==> config.mk <==
export PLATFORM = sky130hd
export DESIGN_NAME = xillybus_read_arbiter_flat
export DESIGN_NICKNAME = d
export VERILOG_FILES = /design/src/rtl/xillybus_read_arbiter_if.sv /design/src/rtl/xillybus_read_arbiter.sv /design/src/flat_wrapper.sv
export SDC_FILE = /design/constraint.sdc
export NUM_CORES = 1
export LEC_CHECK = 0
export ABC_AREA = 1
export BUFFER_PORTS_ARGS = -buffer_cell sky130_fd_sc_hd__buf_2
export CAP_MARGIN = 10
export CORE_MARGIN = 2
export CORE_UTILIZATION = 56
export CTS_CLUSTER_SIZE = 40
export DETAILED_ROUTE_END_ITERATION = 6
export HOLD_SLACK_MARGIN = 0.05
export PLACE_DENSITY = 0.81
export SLEW_MARGIN = 30
export SYNTH_ARGS = -nofsm -noshare
export SYNTH_HDL_FRONTEND = slang
export SYNTH_SLANG_ARGS = --single-unit
==> constraint.sdc <==
create_clock -name bus_clk -period 4.25 [get_ports bus_clk]
set_input_delay 0.2125 -clock bus_clk [delete_from_list [all_inputs] [get_ports bus_clk]]
set_output_delay 0.2125 -clock bus_clk [all_outputs]
set_load 0.02 [all_outputs]
==> src/rtl/xillybus_read_arbiter_if.sv <==
// Bundle of the source-side ready/valid lanes and the Xillybus 32-bit read
// pipe. The arbiter uses the master view; the environment uses the slave view.
interface xillybus_read_arbiter_if #(
  parameter int N_SRC = 4
);
  logic [N_SRC-1:0]    src_valid;
  logic [32*N_SRC-1:0] src_data;
  logic [N_SRC-1:0]    src_last;
  logic [N_SRC-1:0]    src_ready;
  logic                stream_end;
  logic                user_r_read_32_rden;
  logic [31:0]         user_r_read_32_data;
  logic                user_r_read_32_empty;
  logic                user_r_read_32_eof;
  logic                user_r_read_32_open;

  modport master (
    input  src_valid, src_data, src_last, stream_end,
    input  user_r_read_32_rden, user_r_read_32_open,
    output src_ready, user_r_read_32_data, user_r_read_32_empty, user_r_read_32_eof
  );

  modport slave (
    output src_valid, src_data, src_last, stream_end,
    output user_r_read_32_rden, user_r_read_32_open,
    input  src_ready, user_r_read_32_data, user_r_read_32_empty, user_r_read_32_eof
  );
endinterface

==> src/rtl/xillybus_read_arbiter.sv <==
// Round-robin arbiter multiplexing N_SRC packet sources onto the Xillybus
// 32-bit read pipe. Every grant is framed as header, data words, trailer and
// queued in a small output FIFO read with non-FWFT semantics.
module xillybus_read_arbiter #(
  parameter int N_SRC     = 4,
  parameter int BURST_MAX = 256,
  parameter int OUT_DEPTH = 4
) (
  input  logic                   bus_clk,
  input  logic                   reset,
  xillybus_read_arbiter_if.master bus
);
  // A single source still needs a 1-bit grant register.
  localparam int GW = (N_SRC > 1) ? $clog2(N_SRC) : 1;
  localparam int AW = $clog2(OUT_DEPTH);
  localparam int CW = AW + 1;

  typedef enum logic [1:0] {S_IDLE, S_HEAD, S_DATA, S_TAIL} state_t;

  state_t        state_reg, state_next;
  logic [GW-1:0] grant_reg, grant_next;
  logic [GW-1:0] rr_ptr_reg, rr_ptr_next;
  logic [GW-1:0] grant_inc;
  logic [15:0]   cnt_reg, cnt_next;
  logic          last_flag_reg, last_flag_next;

  logic [31:0]   fifo_mem [OUT_DEPTH];
  logic [AW-1:0] wr_ptr_reg, rd_ptr_reg;
  logic [CW-1:0] count_reg;
  logic [31:0]   data_reg;
  logic          eof_reg;

  logic          open, full, empty, push, pop, accept;
  logic [31:0]   push_word;
  logic          hi_hit, lo_hit, scan_hit;
  logic [GW-1:0] hi_idx, lo_idx, scan_idx;
  logic [31:0]   src_word [N_SRC];

  assign open  = bus.user_r_read_32_open;
  assign full  = (count_reg == CW'(OUT_DEPTH));
  assign empty = (count_reg == '0);
  assign pop   = bus.user_r_read_32_rden && !empty;

  assign grant_inc = (grant_reg == GW'(N_SRC - 1)) ? '0 : grant_reg + GW'(1);

  // Unpack the flat source data bus and build the per-source ready lines;
  // ready never looks at src_valid.
  for (genvar gi = 0; gi < N_SRC; gi++) begin : g_src
    assign src_word[gi] = bus.src_data[32*gi +: 32];
    assign bus.src_ready[gi] = (state_reg == S_DATA) && (grant_reg == GW'(gi)) && open && !full;
  end

  assign accept = (state_reg == S_DATA) && open && !full && bus.src_valid[grant_reg];

  // Cyclic scan from rr_ptr: prefer the lowest requester at/above the pointer,
  // otherwise wrap to the lowest requester overall.
  always_comb begin
    hi_hit = 1'b0;
    lo_hit = 1'b0;
    hi_idx = '0;
    lo_idx = '0;
    for (int i = N_SRC - 1; i >= 0; i--) begin
      if (bus.src_valid[i]) begin
        lo_hit = 1'b1;
        lo_idx = GW'(i);
        if (GW'(i) >= rr_ptr_reg) begin
          hi_hit = 1'b1;
          hi_idx = GW'(i);
        end
      end
    end
    scan_hit = hi_hit || lo_hit;
    scan_idx = hi_hit ? hi_idx : lo_idx;
  end

  // Next-state and push generation for the framing FSM.
  always_comb begin
    state_next     = state_reg;
    grant_next     = grant_reg;
    rr_ptr_next    = rr_ptr_reg;
    cnt_next       = cnt_reg;
    last_flag_next = last_flag_reg;
    push           = 1'b0;
    push_word      = '0;
    if (!open) begin
      // Host closed the file: abandon the burst and move past this source.
      state_next = S_IDLE;
      cnt_next   = '0;
      if (state_reg != S_IDLE) begin
        rr_ptr_next = grant_inc;
      end
    end else begin
      case (state_reg)
        S_IDLE: begin
          if (scan_hit) begin
            grant_next     = scan_idx;
            last_flag_next = 1'b0;
            state_next     = S_HEAD;
          end
        end
        S_HEAD: begin
          if (!full) begin
            push       = 1'b1;
            push_word  = {16'hA55A, 8'h00, 8'(grant_reg)};
            state_next = S_DATA;
          end
        end
        S_DATA: begin
          if (accept) begin
            push      = 1'b1;
            push_word = src_word[grant_reg];
            cnt_next  = cnt_reg + 16'd1;
            if (bus.src_last[grant_reg]) begin
              last_flag_next = 1'b1;
              state_next     = S_TAIL;
            end else if ((cnt_reg + 16'd1) == 16'(BURST_MAX)) begin
              last_flag_next = 1'b0;
              state_next     = S_TAIL;
            end
          end
        end
        S_TAIL: begin
          if (!full) begin
            push        = 1'b1;
            push_word   = {4'hE, 3'b000, last_flag_reg, 8'(grant_reg), cnt_reg};
            state_next  = S_IDLE;
            rr_ptr_next = grant_inc;
            cnt_next    = '0;
          end
        end
        default: state_next = S_IDLE;
      endcase
    end
  end

  // FSM and arbitration registers.
  always_ff @(posedge bus_clk) begin
    if (reset) begin
      state_reg     <= S_IDLE;
      grant_reg     <= '0;
      rr_ptr_reg    <= '0;
      cnt_reg       <= '0;
      last_flag_reg <= 1'b0;
    end else begin
      state_reg     <= state_next;
      grant_reg     <= grant_next;
      rr_ptr_reg    <= rr_ptr_next;
      cnt_reg       <= cnt_next;
      last_flag_reg <= last_flag_next;
    end
  end

  // FIFO storage: plain write port so it can map onto RAM.
  always_ff @(posedge bus_clk) begin
    if (push) begin
      fifo_mem[wr_ptr_reg] <= push_word;
    end
  end

  // FIFO pointers/count and the registered read word; closing flushes.
  always_ff @(posedge bus_clk) begin
    if (reset) begin
      wr_ptr_reg <= '0;
      rd_ptr_reg <= '0;
      count_reg  <= '0;
      data_reg   <= '0;
    end else begin
      if (pop) begin
        data_reg <= fifo_mem[rd_ptr_reg];
      end
      if (!open) begin
        wr_ptr_reg <= '0;
        rd_ptr_reg <= '0;
        count_reg  <= '0;
      end else begin
        if (push) wr_ptr_reg <= wr_ptr_reg + AW'(1);
        if (pop)  rd_ptr_reg <= rd_ptr_reg + AW'(1);
        case ({push, pop})
          2'b10:   count_reg <= count_reg + CW'(1);
          2'b01:   count_reg <= count_reg - CW'(1);
          default: count_reg <= count_reg;
        endcase
      end
    end
  end

  // Sticky end-of-file once everything is drained and nobody is requesting.
  always_ff @(posedge bus_clk) begin
    if (reset || !open) begin
      eof_reg <= 1'b0;
    end else if (bus.stream_end && (state_reg == S_IDLE) && empty && !(|bus.src_valid)) begin
      eof_reg <= 1'b1;
    end
  end

  assign bus.user_r_read_32_data  = data_reg;
  assign bus.user_r_read_32_empty = empty;
  assign bus.user_r_read_32_eof   = eof_reg;
endmodule

==> src/flat_wrapper.sv <==
// flat-port wrapper written by rule: the top's interface ports become plain ports
module xillybus_read_arbiter_flat 
#(
  parameter int N_SRC     = 4,
  parameter int BURST_MAX = 256,
  parameter int OUT_DEPTH = 4
)
  (bus_clk, reset, bus_src_valid, bus_src_data, bus_src_last, bus_stream_end, bus_user_r_read_32_rden, bus_user_r_read_32_open, bus_src_ready, bus_user_r_read_32_data, bus_user_r_read_32_empty, bus_user_r_read_32_eof);
  xillybus_read_arbiter_if #(.N_SRC(N_SRC)) bus_i ();
  input  logic bus_clk;
  input  logic reset;
  input wire logic [$bits(bus_i.src_valid)-1:0] bus_src_valid;
  input wire logic [$bits(bus_i.src_data)-1:0] bus_src_data;
  input wire logic [$bits(bus_i.src_last)-1:0] bus_src_last;
  input wire logic [$bits(bus_i.stream_end)-1:0] bus_stream_end;
  input wire logic [$bits(bus_i.user_r_read_32_rden)-1:0] bus_user_r_read_32_rden;
  input wire logic [$bits(bus_i.user_r_read_32_open)-1:0] bus_user_r_read_32_open;
  output wire logic [$bits(bus_i.src_ready)-1:0] bus_src_ready;
  output wire logic [$bits(bus_i.user_r_read_32_data)-1:0] bus_user_r_read_32_data;
  output wire logic [$bits(bus_i.user_r_read_32_empty)-1:0] bus_user_r_read_32_empty;
  output wire logic [$bits(bus_i.user_r_read_32_eof)-1:0] bus_user_r_read_32_eof;
  assign bus_i.src_valid = bus_src_valid;
  assign bus_i.src_data = bus_src_data;
  assign bus_i.src_last = bus_src_last;
  assign bus_i.stream_end = bus_stream_end;
  assign bus_i.user_r_read_32_rden = bus_user_r_read_32_rden;
  assign bus_i.user_r_read_32_open = bus_user_r_read_32_open;
  assign bus_src_ready = bus_i.src_ready;
  assign bus_user_r_read_32_data = bus_i.user_r_read_32_data;
  assign bus_user_r_read_32_empty = bus_i.user_r_read_32_empty;
  assign bus_user_r_read_32_eof = bus_i.user_r_read_32_eof;
  xillybus_read_arbiter #(.N_SRC(N_SRC), .BURST_MAX(BURST_MAX), .OUT_DEPTH(OUT_DEPTH)) u_core (.bus_clk(bus_clk), .reset(reset), .bus(bus_i));
endmodule
=== Word level (Yosys, flattened, before mapping) ===
Memory sizes are Yosys's and may differ from the RTL's. A register that Yosys moved wholly into a read port is not among the register bits.
Index checks and enable logic that the tools add are counted.

* Register bits after elaboration: 31
* Bits in latches: 0
* Memory bits (writable): 128
* Bits in read-only memories: 0
* Logic and storage cells: 146
* Memories: 1

* Add/subtract/negate cells: 6
* $mul: 0
* Div/mod/pow operators: 0
* Order comparisons: 6
* Eq/ne operators: 17
* Shift operators: 0
* Multiplexer cells: 64
* Bitwise operators: 2
* Reductions and logical operators: 41

{| class="wikitable"
|+ Memories
! name !! words !! bits a word !! rd ports !! clocked after Yosys merged registers in !! write ports !! RTL line !! source
|-
| u_core.fifo_mem || 4 || 32 || 1 || 1 || 1 || xillybus_read_arbiter.sv:27 || <nowiki>logic [31:0] fifo_mem [OUT_DEPTH];</nowiki>
|}

{| class="wikitable"
|+ Operators with widths
! operator !! number
|-
| 32-bit 2-to-1 mux || 6
|-
| 32-bit case mux with 3 select lines || 1
|-
| 32-bit binary-select mux with 2-bit select || 1
|-
| 2-bit 2-to-1 mux || 24
|-
| 16-bit 2-to-1 mux || 2
|-
| 16-bit case mux with 2 select lines || 1
|-
| 1-bit 2-to-1 mux || 23
|-
| 1-bit logical AND || 19
|-
| 16-bit by 1-bit adder with 16-bit output (second input constant) || 1
|-
| 16-bit by 9-bit equality test with 1-bit output (second input constant) || 1
|-
| 2-bit equality test (second input constant) || 5
|-
| 5-bit AND reduction || 2
|-
| 2-bit nonzero test || 5
|-
| 3-bit AND reduction || 3
|-
| 2-bit case mux with 4 select lines || 1
|-
| 2-bit by 1-bit adder with 2-bit output (second input constant) || 3
|-
| 2-bit by 1-bit equality test with 1-bit output (second input constant) || 3
|-
| 2-bit by 1-bit inequality test with 1-bit output (second input constant) || 3
|-
| 2-bit inequality test (second input constant) || 3
|-
| 3-bit case mux with 2 select lines || 1
|-
| 1-bit binary-select mux with 2-bit select || 2
|-
| 1-bit by 2-bit >= comparator with 1-bit output (first input constant) || 2
|-
| 2-bit >= comparator (first input constant) || 2
|-
| 1-bit zero test || 4
|-
| other kinds (14) || 18
|}

=== Logic depth before layout (Yosys ltp) ===
Gate-level depths: netlist of run 1.

* Word-level depth: 12
* Depth in mapped cells: 16
* Depth with buffers taken out: 16

=== Worst setup path before layout of run 1 ===
Ideal clock, no wire load.

* Kind: reg2reg
* Start point: register u_core.state_reg[0]
* End point: memory u_core.fifo_mem[0][0] (enable)
* Library setup time: 0.421 ns
* Arrival: 2.818 ns
* Slack: 1.011 ns
* Stages on the path, launching flop included: 10
* Period minus slack after synthesis: 3.239 ns
* Cells stage by stage: dfxtp_1 inv_1 ha_1 buf_2 nand3_1 nor2_4 nand2_1 nand2_1 inv_2 nor2_1

* Longest elaborated chain between the ends: 9
* Elaborated cells between the ends (all ways): 12

{| class="wikitable"
|+ RTL lines
! element !! RTL line !! source
|-
| from (decl) || xillybus_read_arbiter.sv:20 || <nowiki>state_t state_reg, state_next;</nowiki>
|-
| from (signal assigned) || xillybus_read_arbiter.sv:145 || <nowiki>state_reg <= state_next;</nowiki>
|-
| 2-bit equality test || xillybus_read_arbiter.sv:53, xillybus_read_arbiter.sv:93 ||
|-
| 1-bit logical AND (3 in series) || xillybus_read_arbiter.sv:53 || <nowiki>assign accept = (state_reg == S_DATA) && open && !full && bus.src_valid[grant_reg];</nowiki>
|-
| 1-bit 2-to-1 mux || xillybus_read_arbiter.sv:109 || <nowiki>if (accept) begin</nowiki>
|-
| 1-bit case mux with 2 select lines * || xillybus_read_arbiter.sv:93 || <nowiki>case (state_reg)</nowiki>
|-
| 1-bit 2-to-1 mux * || xillybus_read_arbiter.sv:85 || <nowiki>if (!open) begin</nowiki>
|-
| 1-bit 2-to-1 mux * || xillybus_read_arbiter.sv:155 || <nowiki>if (push) begin</nowiki>
|-
| 1-bit 2-to-1 mux (implied by the code) * || xillybus_read_arbiter.sv:156 || <nowiki>fifo_mem[wr_ptr_reg] <= push_word;</nowiki>
|-
| to (decl) || xillybus_read_arbiter.sv:27 ||
|}

Every way passes the cells marked *; elsewhere a longest branch is shown, timed or not.

=== Final worst setup path of run 1 ===
* Start point: register u_core.grant_reg[0]
* End point: output bus_src_ready[0]

* Longest elaborated chain between the ends: 4

{| class="wikitable"
|+ RTL lines
! element !! RTL line !! source
|-
| from (decl) || xillybus_read_arbiter.sv:21 || <nowiki>logic [GW-1:0] grant_reg, grant_next;</nowiki>
|-
| from (signal assigned) || xillybus_read_arbiter.sv:146 || <nowiki>grant_reg <= grant_next;</nowiki>
|-
| 2-bit zero test || xillybus_read_arbiter.sv:50 || <nowiki>assign bus.src_ready[gi] = (state_reg == S_DATA) && (grant_reg == GW'(gi)) && open && !full;</nowiki>
|-
| 1-bit logical AND (3 in series) || xillybus_read_arbiter.sv:50 ||
|-
| to (decl) || flat_wrapper.sv:18 || <nowiki>output wire logic [$bits(bus_i.src_ready)-1:0] bus_src_ready;</nowiki>
|}

Every way passes these cells.

==> flow_summary.rst, run 1 <==
.. list-table::
   :header-rows: 1

   * - Metric
     - Value
   * - Crit. End Element
     - output port
   * - Flip-flop count of the largest register after layout
     - 128
   * - Flip-flop and latch count after synthesis
     - 191
   * - Filler Cell Count
     - 1230
   * - Die X
     - 132 um
   * - Total Nets Final
     - 1359
   * - Number of antenna diodes
     - 0
   * - First-pass GRT wire length
     - 36.9 mm
   * - Buffer type at the clock tree root
     - sky130_fd_sc_hd__clkbuf_16
   * - Overflow after GRT
     - 0
   * - Fin Clk Skew
     - 0.00780 ns
   * - Share of the clock period used by the worst path
     - 0.774
   * - Clock input transition at the sequential cells of the worst setup and hold paths
     - 0.07 ns
   * - Layout overhead on the synthesized area
     - 18.1%
   * - Total number of placement rows
     - 46
   * - Cell Count, Final, Fillers Out
     - 1430
   * - Most used cells in the layout excluding fill and tap cells
     - 252 x sky130_fd_sc_hd__nor2_1, 178 x sky130_fd_sc_hd__buf_2, 164 x sky130_fd_sc_hd__o21ai_0
   * - Power density cells
     - 373 nW/um2
   * - EDFF count, synth
     - 128
   * - Peak VDD IR
     - 0.326 mV
   * - Leakage component of the power
     - 0.00411 uW
   * - Vias in the first global route
     - 7468
   * - Antenna violations before repair
     - 0
   * - Result of the run
     - finished clean
   * - Cell variety after synth
     - 33
   * - Number of placed instances, taps included
     - 1397
   * - Max Root-Sink Buffers
     - 2
   * - Critical path cell sequence
     - buf_4 -> clkinv_2 -> ha_1 -> inv_1 -> nor2_1 -> buf_2
   * - Max Slew Vio Count
     - 0
   * - Final setup violating endpoints
     - 0
   * - Number of nets still failing antenna checks after routing
     - 0
   * - Via-to-Cell Ratio
     - 5.64
   * - Top_reg_cell synth
     - sky130_fd_sc_hd__edfxtp_1
   * - Class of the tightest hold or removal check
     - in2reg
   * - RSZ-0062 raised after global routing
     - false
   * - Sequential standard cell area
     - 5110 um2
   * - Core Box Area
     - 15900 um2
   * - Worst skew pair latency
     - 0.43 ns
   * - Hold Fails Final Rpt
     - 0
   * - DRT Wirelength
     - 23.1 mm
   * - TritonCTS Buffers
     - 17
   * - PortBufs
     - 178
   * - H-tree levels
     - 4
   * - Fmax
     - 0.304 GHz
   * - All-Layer GR Usage
     - 0.266
   * - Wirelength per Cell
     - 16.1 um
   * - Area taken by multi-input logic gates
     - 3570 um2
   * - Die Y-Extent
     - 132 um
   * - Final critical-path required period
     - 3.29 ns
   * - Critical path type
     - reg2out
   * - Via count of the routed design
     - 8061
   * - Worst Setup Slack, final
     - 0.961 ns
   * - Synthesized instance count
     - 1054
   * - Worst Path Required
     - 4.04 ns
   * - Most common cell after layout, fill and taps aside
     - sky130_fd_sc_hd__nor2_1
   * - Highest net fanout along the worst path
     - 71
   * - Placement-stage worst setup slack
     - 1.10 ns
   * - Critical path arrival
     - 3.08 ns
   * - Synth Warn #
     - 0
   * - Per-instance average area after synthesis
     - 8.72 um2
   * - Measured slew at the worst slew-check pin
     - 0.933 ns
   * - DRC viols
     - 0
   * - Largest net degree at the start of global routing
     - 72
   * - Sort of element at the start of the critical path
     - flip-flop
   * - Weighted congestion reported at the end of routability-driven placement
     - 0.907
   * - Total half-perimeter wirelength after legalization and detailed placement
     - 15.5 mm
   * - Number of DRC violations after detailed-routing iteration 0
     - 712
   * - Worst slew margin
     - 0.377
   * - Max stage delay on crit path
     - 0.76 ns
   * - Cell with the largest stage delay on the worst path
     - sky130_fd_sc_hd__clkinv_2
   * - Number of clock sinks seen by CTS
     - 191
   * - Starting utilization of the core area
     - 0.576
   * - Share of synthesized flip-flops with an asynchronous set or reset
     - 0
   * - CTS tree
     - built
   * - Netlist Area Pre-Place
     - 9190 um2
   * - Layout cell share with drive strength beyond 1
     - 0.206
   * - Max cap viols
     - 0
   * - Total iterations of the first detailed-routing run
     - 5
   * - Sequential-to-total area share from yosys stat
     - 0.556
   * - Syn Nets
     - 1212
   * - Sum of negative setup slack
     - 0 ns
   * - # resized after CTS
     - 0
   * - Top-Level Pins
     - 179
   * - Total die area
     - 17400 um2
[synth_stat cells, types with 8 or more instances]
cell / n / share of area
sky130_fd_sc_hd__nand4_1: 11 / 0.0075
sky130_fd_sc_hd__buf_2: 9 / 0.0049
sky130_fd_sc_hd__nand3_1: 15 / 0.0082
sky130_fd_sc_hd__clkbuf_1: 42 / 0.017
sky130_fd_sc_hd__a31oi_1: 32 / 0.022
sky130_fd_sc_hd__a221oi_1: 8 / 0.0076
sky130_fd_sc_hd__nor2_1: 256 / 0.10
sky130_fd_sc_hd__ha_1: 16 / 0.022
sky130_fd_sc_hd__edfxtp_1: 128 / 0.42
sky130_fd_sc_hd__a21oi_1: 52 / 0.028
sky130_fd_sc_hd__a22oi_1: 22 / 0.018
sky130_fd_sc_hd__buf_1: 12 / 0.0049
sky130_fd_sc_hd__o22ai_1: 24 / 0.016
sky130_fd_sc_hd__o21ai_0: 164 / 0.089
sky130_fd_sc_hd__nand2_1: 98 / 0.040
sky130_fd_sc_hd__dfxtp_1: 63 / 0.14
sky130_fd_sc_hd__inv_1: 67 / 0.027
[layer usage]
layer  vias up  GRT usage  wire (um)
met4         0     0.0954        612
met5         -          0          0
met2       392      0.446      11000
met1      3667      0.343       9540
li1       3949          -          -
met3        53     0.0538       1900
[cell type report]
cell class,instances,area share
Clock buffer,19,0.0399
Clock inverter,13,0.0164
Inverter,74,0.0258
Multi-Input combinational cell,726,0.329
Sequential cell,191,0.471
Tap cell,216,0.0249
Timing Repair Buffer,191,0.0936
[where the power goes]
part | internal (uW) | switching [uW]
logic | 144 | 257
clock network | 943 | 700
registers | 1990 | 17.3
[per-stage QoR]
step            util  total power (uW)  instance area, um2  hold WS, ns
2_1_floorplan      -              2290                9190        0.282
3_3_place_gp   0.642              2430               10200        0.435
3_5_place_dp   0.642              2440               10200        0.440
4_1_cts        0.681              4060               10900       0.0825
5_1_grt        0.681              4190               10900        0.116
6_report       0.681              4050               10900       0.0837
[cell families after synthesis]
group / share of synthesized area
buffers and inverters: 0.0572
adders and majority gates: 0.0240
AOI/OAI and AO/OA: 0.188
and+or+nand+nor: 0.174
xor gates and xnor gates: 0.000953
DFF: 0.556
[worst max-delay path, delay by kind of cell (launching register included)]
kind                     cells  cell delay [ns]
adder cells (fa/ha/maj)      1             0.51
flip-flops                   1             0.59
AND/OR/NAND/NOR              1             0.04
buffers and inverters        4             1.44
[path summary, 6_finish.rpt]
path	from	endpoint	slack [ns]	depth (start not counted)
setup reg to reg	u_core.grant_reg[0]	u_core.fifo_mem[0][0]	1.03	6
hold / removal	bus_stream_end	u_core.bus.user_r_read_32_eof	0.08	3
setup / recovery	u_core.grant_reg[0]	bus_src_ready[0]	0.96	6
hold reg to reg	u_core.bus.user_r_read_32_eof	u_core.bus.user_r_read_32_eof	0.46	2
[what timing repair did]
item                                    in CTS  in global routing
hold buffers                                 1                  0
endpoints found under the hold margin        3                  0
endpoints found under the setup margin       0                  0
buffers inserted                             0                  0
No activity file was read; power rests on OpenSTA's default activity.
==> inputs of run 2 (changes only) <==
--- a/config.mk
+++ b/config.mk
@@ -9,11 +9,11 @@
 export BUFFER_PORTS_ARGS = -buffer_cell sky130_fd_sc_hd__buf_2
 export CAP_MARGIN = 10
 export CORE_MARGIN = 2
-export CORE_UTILIZATION = 56
+export CORE_UTILIZATION = 50
 export CTS_CLUSTER_SIZE = 40
 export DETAILED_ROUTE_END_ITERATION = 6
 export HOLD_SLACK_MARGIN = 0.05
-export PLACE_DENSITY = 0.81
+export PLACE_DENSITY = 0.76
 export SLEW_MARGIN = 30
 export SYNTH_ARGS = -nofsm -noshare
 export SYNTH_HDL_FRONTEND = slang
==> constraint.sdc (replaced) <==
create_clock -name bus_clk -period 3 [get_ports bus_clk]
set_input_delay 0.15 -clock bus_clk [delete_from_list [all_inputs] [get_ports bus_clk]]
set_output_delay 0.15 -clock bus_clk [all_outputs]
set_load 0.02 [all_outputs]
==> flow_summary.rst, run 2 (same netlist as run 1, synthesis figures left out) <==
.. list-table::
   :header-rows: 1

   * - Metric
     - Value
   * - Core Box Area
     - 18000 um2
   * - Sort of element at the start of the critical path
     - flip-flop
   * - Number of nets still failing antenna checks after routing
     - 0
   * - Highest net fanout along the worst path
     - 8
   * - Worst Path Required
     - 3.31 ns
   * - Top-Level Pins
     - 179
   * - Vias in the first global route
     - 7431
   * - Layout cell share with drive strength beyond 1
     - 0.211
   * - Total iterations of the first detailed-routing run
     - 5
   * - Total Nets Final
     - 1373
   * - Hold Path End
     - u_core.rd_ptr_reg[0]
   * - Worst Setup Slack, final
     - 0.438 ns
   * - H-tree levels
     - 4
   * - Die Y-Extent
     - 140 um
   * - Max Slew Vio Count
     - 0
   * - Peak VDD IR
     - 0.429 mV
   * - Crit. End Element
     - flip-flop
   * - Final setup violating endpoints
     - 0
   * - Cell type group with the largest total delay on the critical path
     - adder cells
   * - Max stage delay on crit path
     - 0.44 ns
   * - Internal portion of total power
     - 4260 uW
   * - Number of antenna diodes
     - 0
   * - Largest net degree at the start of global routing
     - 66
   * - Max cap viols
     - 0
   * - DRT Wirelength
     - 23.4 mm
   * - Critical path cell sequence
     - inv_1 -> ha_1 -> nand3_1 -> nor2_4 -> nand2_1 -> nand2_1 -> inv_2 -> ha_1 -> inv_1 -> fa_1 -> a21oi_1 -> o21ai_0 -> o21ai_0 -> a21oi_1
   * - RSZ-0062 raised after global routing
     - false
   * - Path depth of the worst reg2reg path
     - 14
   * - Fin Clk Skew
     - 0.00546 ns
   * - Sequential share of power
     - 0.506
   * - Part of the total power dissipated in the clock network
     - 0.389
   * - Starting utilization of the core area
     - 0.510
   * - Utilization of the core after routing
     - 0.607
   * - Endpoint of the lowest-slack register-to-register path
     - u_core.count_reg[2]
   * - Total number of placement rows
     - 49
   * - Standard cell area after detailed placement
     - 10300 um2
   * - Worst skew pair latency
     - 0.43 ns
   * - Share of the clock period used by the worst path
     - 0.854
   * - Most used cells in the layout excluding fill and tap cells
     - 252 x sky130_fd_sc_hd__nor2_1, 178 x sky130_fd_sc_hd__buf_2, 164 x sky130_fd_sc_hd__o21ai_0
   * - All-Layer GR Usage
     - 0.242
   * - Sum of negative setup slack
     - 0 ns
   * - Number of setup buffers added after CTS
     - 0
   * - Overflow after GRT
     - 0
   * - Net switching component of the power
     - 1340 uW
   * - Final critical-path required period
     - 2.56 ns
   * - CTS tree
     - built
   * - Power density cells
     - 512 nW/um2
   * - PortBufs
     - 178
   * - Die X
     - 140 um
   * - DRC viols
     - 0
   * - Placement-stage worst setup slack
     - 0.469 ns
   * - # resized after CTS
     - 0
   * - Antenna violations before repair
     - 0
   * - Clock input transition at the sequential cells of the worst setup and hold paths
     - 0.07 ns
   * - Via count of the routed design
     - 8054
   * - Hold Fails Final Rpt
     - 0
   * - Total die area
     - 19500 um2
   * - Total half-perimeter wirelength after legalization and detailed placement
     - 15.6 mm
   * - Most common cell after layout, fill and taps aside
     - sky130_fd_sc_hd__nor2_1
   * - Cell with the largest stage delay on the worst path
     - sky130_fd_sc_hd__fa_1
   * - Critical path type
     - reg2reg
   * - Leakage component of the power
     - 0.00415 uW
   * - Measured slew at the worst slew-check pin
     - 0.821 ns
   * - Fmax
     - 0.390 GHz
   * - Via-to-Cell Ratio
     - 5.53
   * - Class of the tightest hold or removal check
     - in2reg
   * - First-pass GRT wire length
     - 37.6 mm
   * - Layout overhead on the synthesized area
     - 19.0%
   * - Worst hold path startpoint
     - bus_user_r_read_32_rden
   * - Result of the run
     - finished clean
   * - Number of clock sinks seen by CTS
     - 191
   * - Net Sw Frac
     - 0.239
   * - Number of DRC violations after detailed-routing iteration 0
     - 746
   * - Weighted congestion reported at the end of routability-driven placement
     - 0.906
   * - Total power draw
     - 5600 uW
   * - Worst R2R Start
     - u_core.state_reg[0]
   * - Worst slew margin
     - 0.453
   * - Hold-critical path depth
     - 4
   * - Worst setup slack for register-to-register paths
     - 0.44 ns
   * - Worst path buffer plus inverter count
     - 3
   * - Filler Cell Count
     - 1533
   * - Total non-filler cell area in the finished layout
     - 10900 um2
   * - Combinational share of power
     - 0.105
   * - TritonCTS Buffers
     - 17
   * - Critical path arrival
     - 2.88 ns
   * - Buffer type at the clock tree root
     - sky130_fd_sc_hd__clkbuf_16
   * - Max Root-Sink Buffers
     - 2
   * - Wirelength per Cell
     - 16.1 um
   * - Post-cts hold buffer count
     - 2
   * - Flip-flop count of the largest register after layout
     - 128
## run 2: changes by cell type in the layout (fill, tap and decap cells not counted), sizes merged
cell | previous run | this run
dlygate4sd3 | 1 | 2
inv | 78 | 74
bufinv | 3 | 2
clkinvlp | 1 | 4
clkinv | 5 | 6
clkbuf | 19 | 20
buf | 190 | 203
## run 2: how the worst max path moves through the flow
stage,start,end,slack [ns],cells after the start
4_1_cts,u_core.state_reg[0],u_core.count_reg[2],0.45,14
3_3_place_gp,u_core.state_reg[0],u_core.count_reg[2],0.50,14
2_1_floorplan,u_core.state_reg[0],u_core.fifo_mem[1][0],-0.24,9
3_5_place_dp,u_core.state_reg[0],u_core.count_reg[2],0.47,14
6_report,u_core.state_reg[0],u_core.count_reg[2],0.44,14
5_1_grt,u_core.state_reg[0],u_core.count_reg[2],0.17,14
## run 2: stage by stage
step                      hold slack (ns)  cells
after floorplan                     0.219   1054
after global placement              0.406   1423
after detailed placement            0.414   1423
after CTS                          0.0947   1457
after global routing                0.135   1457
final                               0.112   1457
## run 2: layout make-up
| type | instances | area [um2] | area share |
|---|---|---|---|
| Multi-Input combinational cell | 726 | 3570 | 0.326 |
| Clock buffer | 20 | 437 | 0.0399 |
| Inverter | 74 | 278 | 0.0254 |
| Timing Repair Buffer | 205 | 1120 | 0.103 |
| Clock inverter | 12 | 135 | 0.0124 |
| Tap cell | 229 | 287 | 0.0262 |
| Sequential cell | 191 | 5110 | 0.467 |
## run 2: layer usage
layer	GRT usage	routed length (um)	vias up
li1	-	-	3979
met1	0.327	10100	3741
met2	0.406	11500	304
met3	0.0447	1520	30
met4	0.0658	328	0
met5	0	0	-
## run 2: worst reg2reg max path, delay by kind of cell (launching register included)
family	cells	cell delay [ns]
adders and majority gates	3	0.83
AOI/OAI and AO/OA	4	0.46
and+or+nand+nor	4	0.45
DFF	1	0.36
buffers and inverters	3	0.33
## run 2: power by group through the flow
stage | clock (uW) | sequential (uW) | combinational [uW]
6_report | 2180 | 2830 | 586
5_1_grt | 2330 | 2830 | 659
4_1_cts | 2220 | 2830 | 584
3_5_place_dp | 0 | 2890 | 579
3_3_place_gp | 0 | 2890 | 569
2_1_floorplan | 0 | 2890 | 356
==> inputs of run 3 (changes only) <==
--- a/config.mk
+++ b/config.mk
@@ -5,7 +5,6 @@
 export SDC_FILE = /design/constraint.sdc
 export NUM_CORES = 1
 export LEC_CHECK = 0
-export ABC_AREA = 1
 export BUFFER_PORTS_ARGS = -buffer_cell sky130_fd_sc_hd__buf_2
 export CAP_MARGIN = 10
 export CORE_MARGIN = 2
==> flow_summary.rst, run 3 <==
.. list-table::
   :header-rows: 1

   * - Metric
     - Value
   * - Max stage delay on crit path
     - 0.43 ns
   * - Final setup violating endpoints
     - 0
   * - Core Box Area
     - 17400 um2
   * - Worst Path Required
     - 3.34 ns
   * - Antenna violations before repair
     - 0
   * - Share of synthesized flip-flops with an asynchronous set or reset
     - 0
   * - Share of the clock period used by the worst path
     - 0.893
   * - Library cell appearing most often on the critical path
     - sky130_fd_sc_hd__inv_1
   * - RSZ-0062 raised after global routing
     - false
   * - Sum of negative setup slack
     - 0 ns
   * - Clock input transition at the sequential cells of the worst setup and hold paths
     - 0.07 ns
   * - Fin Clk Skew
     - 0.00863 ns
   * - Per-instance average area after synthesis
     - 13.0 um2
   * - TritonCTS Buffers
     - 17
   * - Total Nets Final
     - 1009
   * - Number of nets still failing antenna checks after routing
     - 0
   * - Leading cell types by count after synthesis
     - 128 x sky130_fd_sc_hd__edfxtp_1, 89 x sky130_fd_sc_hd__nand2_1, 66 x sky130_fd_sc_hd__mux4_2
   * - # resized after CTS
     - 0
   * - H-tree levels
     - 4
   * - Flip-flop and latch count after synthesis
     - 191
   * - Synth area leader
     - sky130_fd_sc_hd__edfxtp_1
   * - Result of the run
     - finished clean
   * - Proportion of netlist area held by the largest area contributor
     - 0.430
   * - Starting utilization of the core area
     - 0.515
   * - All-Layer GR Usage
     - 0.223
   * - First-pass GRT wire length
     - 31.8 mm
   * - Critical path cell sequence
     - inv_1 -> ha_1 -> o21ai_0 -> a21oi_1 -> inv_1 -> ha_1 -> inv_1 -> fa_1 -> xor2_1 -> or3_1 -> a21oi_1
   * - Highest net fanout along the worst path
     - 7
   * - Vias in the first global route
     - 5992
   * - Post-cts hold buffer count
     - 1
   * - DRT Wirelength
     - 20.2 mm
   * - Class of the tightest hold or removal check
     - in2reg
   * - Sort of element at the start of the critical path
     - flip-flop
   * - Flip-flop count of the largest register after layout
     - 128
   * - Area taken by multi-input logic gates
     - 3540 um2
   * - Total number of placement rows
     - 48
   * - Die X
     - 138 um
   * - Syn Nets
     - 843
   * - Total power draw
     - 5340 uW
   * - Hold Fails Final Rpt
     - 0
   * - Via-to-Cell Ratio
     - 5.66
   * - DRC viols
     - 0
   * - Synthesized instance count
     - 685
   * - Weighted congestion reported at the end of routability-driven placement
     - 0.882
   * - CTS tree
     - built
   * - Sequential-to-total area share from yosys stat
     - 0.572
   * - Layout overhead on the synthesized area
     - 19.5%
   * - Number of DRC violations after detailed-routing iteration 0
     - 493
   * - EDFF count, synth
     - 128
   * - Top_reg_cell synth
     - sky130_fd_sc_hd__edfxtp_1
   * - Number of setup buffers added after CTS
     - 0
   * - Largest net degree at the start of global routing
     - 41
   * - Overflow after GRT
     - 0
   * - Crit. End Element
     - flip-flop
   * - Number of antenna diodes
     - 0
   * - Leakage component of the power
     - 0.00392 uW
   * - Worst hold path startpoint
     - bus_src_valid[3]
   * - Total iterations of the first detailed-routing run
     - 5
   * - Layout cell share with drive strength beyond 1
     - 0.351
   * - Final critical-path required period
     - 2.68 ns
   * - Total half-perimeter wirelength after legalization and detailed placement
     - 14.1 mm
   * - Synth area leaders
     - sky130_fd_sc_hd__edfxtp_1 43%, sky130_fd_sc_hd__mux4_2 17%, sky130_fd_sc_hd__dfxtp_1 14%, sky130_fd_sc_hd__nand2_1 3.7%, sky130_fd_sc_hd__a21oi_1 3.6%
   * - Total die area
     - 18900 um2
   * - Number of clock sinks seen by CTS
     - 191
   * - Measured slew at the worst slew-check pin
     - 0.990 ns
   * - Count leader, synth
     - sky130_fd_sc_hd__edfxtp_1
   * - Die Y-Extent
     - 138 um
   * - Worst skew pair latency
     - 0.43 ns
   * - Via count of the routed design
     - 6165
   * - Netlist Area Pre-Place
     - 8930 um2
   * - Worst R2R Start
     - u_core.state_reg[1]
   * - Max cap viols
     - 0
   * - Fmax
     - 0.373 GHz
   * - Top-Level Pins
     - 179
   * - Wirelength per Cell
     - 18.5 um
   * - Timing startpoint of the critical path
     - u_core.state_reg[1]
   * - Most common cell after layout, fill and taps aside
     - sky130_fd_sc_hd__buf_2
   * - Buffer type at the clock tree root
     - sky130_fd_sc_hd__clkbuf_16
   * - Sequential standard cell area
     - 5110 um2
   * - Max Root-Sink Buffers
     - 2
   * - Utilization of the core after routing
     - 0.615
   * - Power density cells
     - 500 nW/um2
   * - Cell with the largest stage delay on the worst path
     - sky130_fd_sc_hd__fa_1
   * - Most used cells in the layout excluding fill and tap cells
     - 178 x sky130_fd_sc_hd__buf_2, 128 x sky130_fd_sc_hd__edfxtp_1, 89 x sky130_fd_sc_hd__nand2_1
   * - Synth Warn #
     - 0
   * - Peak VDD IR
     - 0.404 mV
   * - Max Slew Vio Count
     - 0
   * - Critical path type
     - reg2reg
   * - Critical path arrival
     - 3.02 ns
   * - PortBufs
     - 178
   * - Worst slew margin
     - 0.338
   * - Filler Cell Count
     - 1331
   * - Cell variety after synth
     - 52
-- run 3: cell count changes after synthesis, sizes merged, moves of 15 or more --
cell   change
and2      +17
o22ai     -24
a22o      +15
o21ai    -146
nor2     -224
a31oi     -29
a22oi     -19
mux4      +66
inv       -53
-- run 3: per-stage QoR --
step                      setup WS (ns)  std cells  cell area [um2]  hold slack (ns)
after floorplan                   0.267        685             8930            0.347
after global placement            0.423       1056            10100            0.434
after detailed placement          0.342       1056            10100            0.437
after CTS                         0.311       1089            10700            0.156
after global routing              0.117       1089            10700            0.188
final                             0.322       1089            10700            0.178
-- run 3: area by class of cell --
| class | instances | share of cell area |
|---|---|---|
| sequential | 191 | 0.479 |
| multi-input combinational | 423 | 0.331 |
| timing repair buffer | 198 | 0.101 |
| clock buffer | 18 | 0.0412 |
| tap | 225 | 0.0264 |
| clock inverter | 14 | 0.0140 |
| inverter | 20 | 0.00703 |
-- run 3: final timing paths --
kind	slack [ns]	cells after the start	to
worst max-delay path	0.32	11	u_core.count_reg[2]
worst min-delay path	0.18	5	u_core.grant_reg[1]
worst max register to register	0.32	11	u_core.count_reg[2]
worst min register to register	0.45	2	u_core.bus.user_r_read_32_data[13]
-- run 3: cell families after synthesis --
group | Yosys count | synth area share
flops | 191 | 0.572
fa+ha+maj | 17 | 0.0247
simple gates | 198 | 0.102
buf+inv | 71 | 0.0326
compound gates | 125 | 0.0853
xor+xnor | 10 | 0.00981
mux | 73 | 0.174
-- run 3: where the power goes --
part | internal [uW] | total, uW | switching (uW)
Clock | 1200 | 2220 | 1020
Combinational | 174 | 329 | 155
Sequential | 2780 | 2790 | 5.50
-- run 3: critical path, delay by kind of cell (launching register included) --
kind | cells | cell delay (ns)
adders and majority gates | 3 | 0.88
AOI/OAI and AO/OA | 3 | 0.60
DFF | 1 | 0.38
and+or+nand+nor | 1 | 0.31
buffers and inverters | 3 | 0.26
xor gates and xnor gates | 1 | 0.16
-- run 3: layer usage --
layer | share of wire | global-route usage | wire [um]
met5 | 0 | 0 | 0
met4 | 0.012 | 0.0573 | 250
met3 | 0.063 | 0.0511 | 1270
met2 | 0.49 | 0.360 | 9940
met1 | 0.43 | 0.307 | 8730
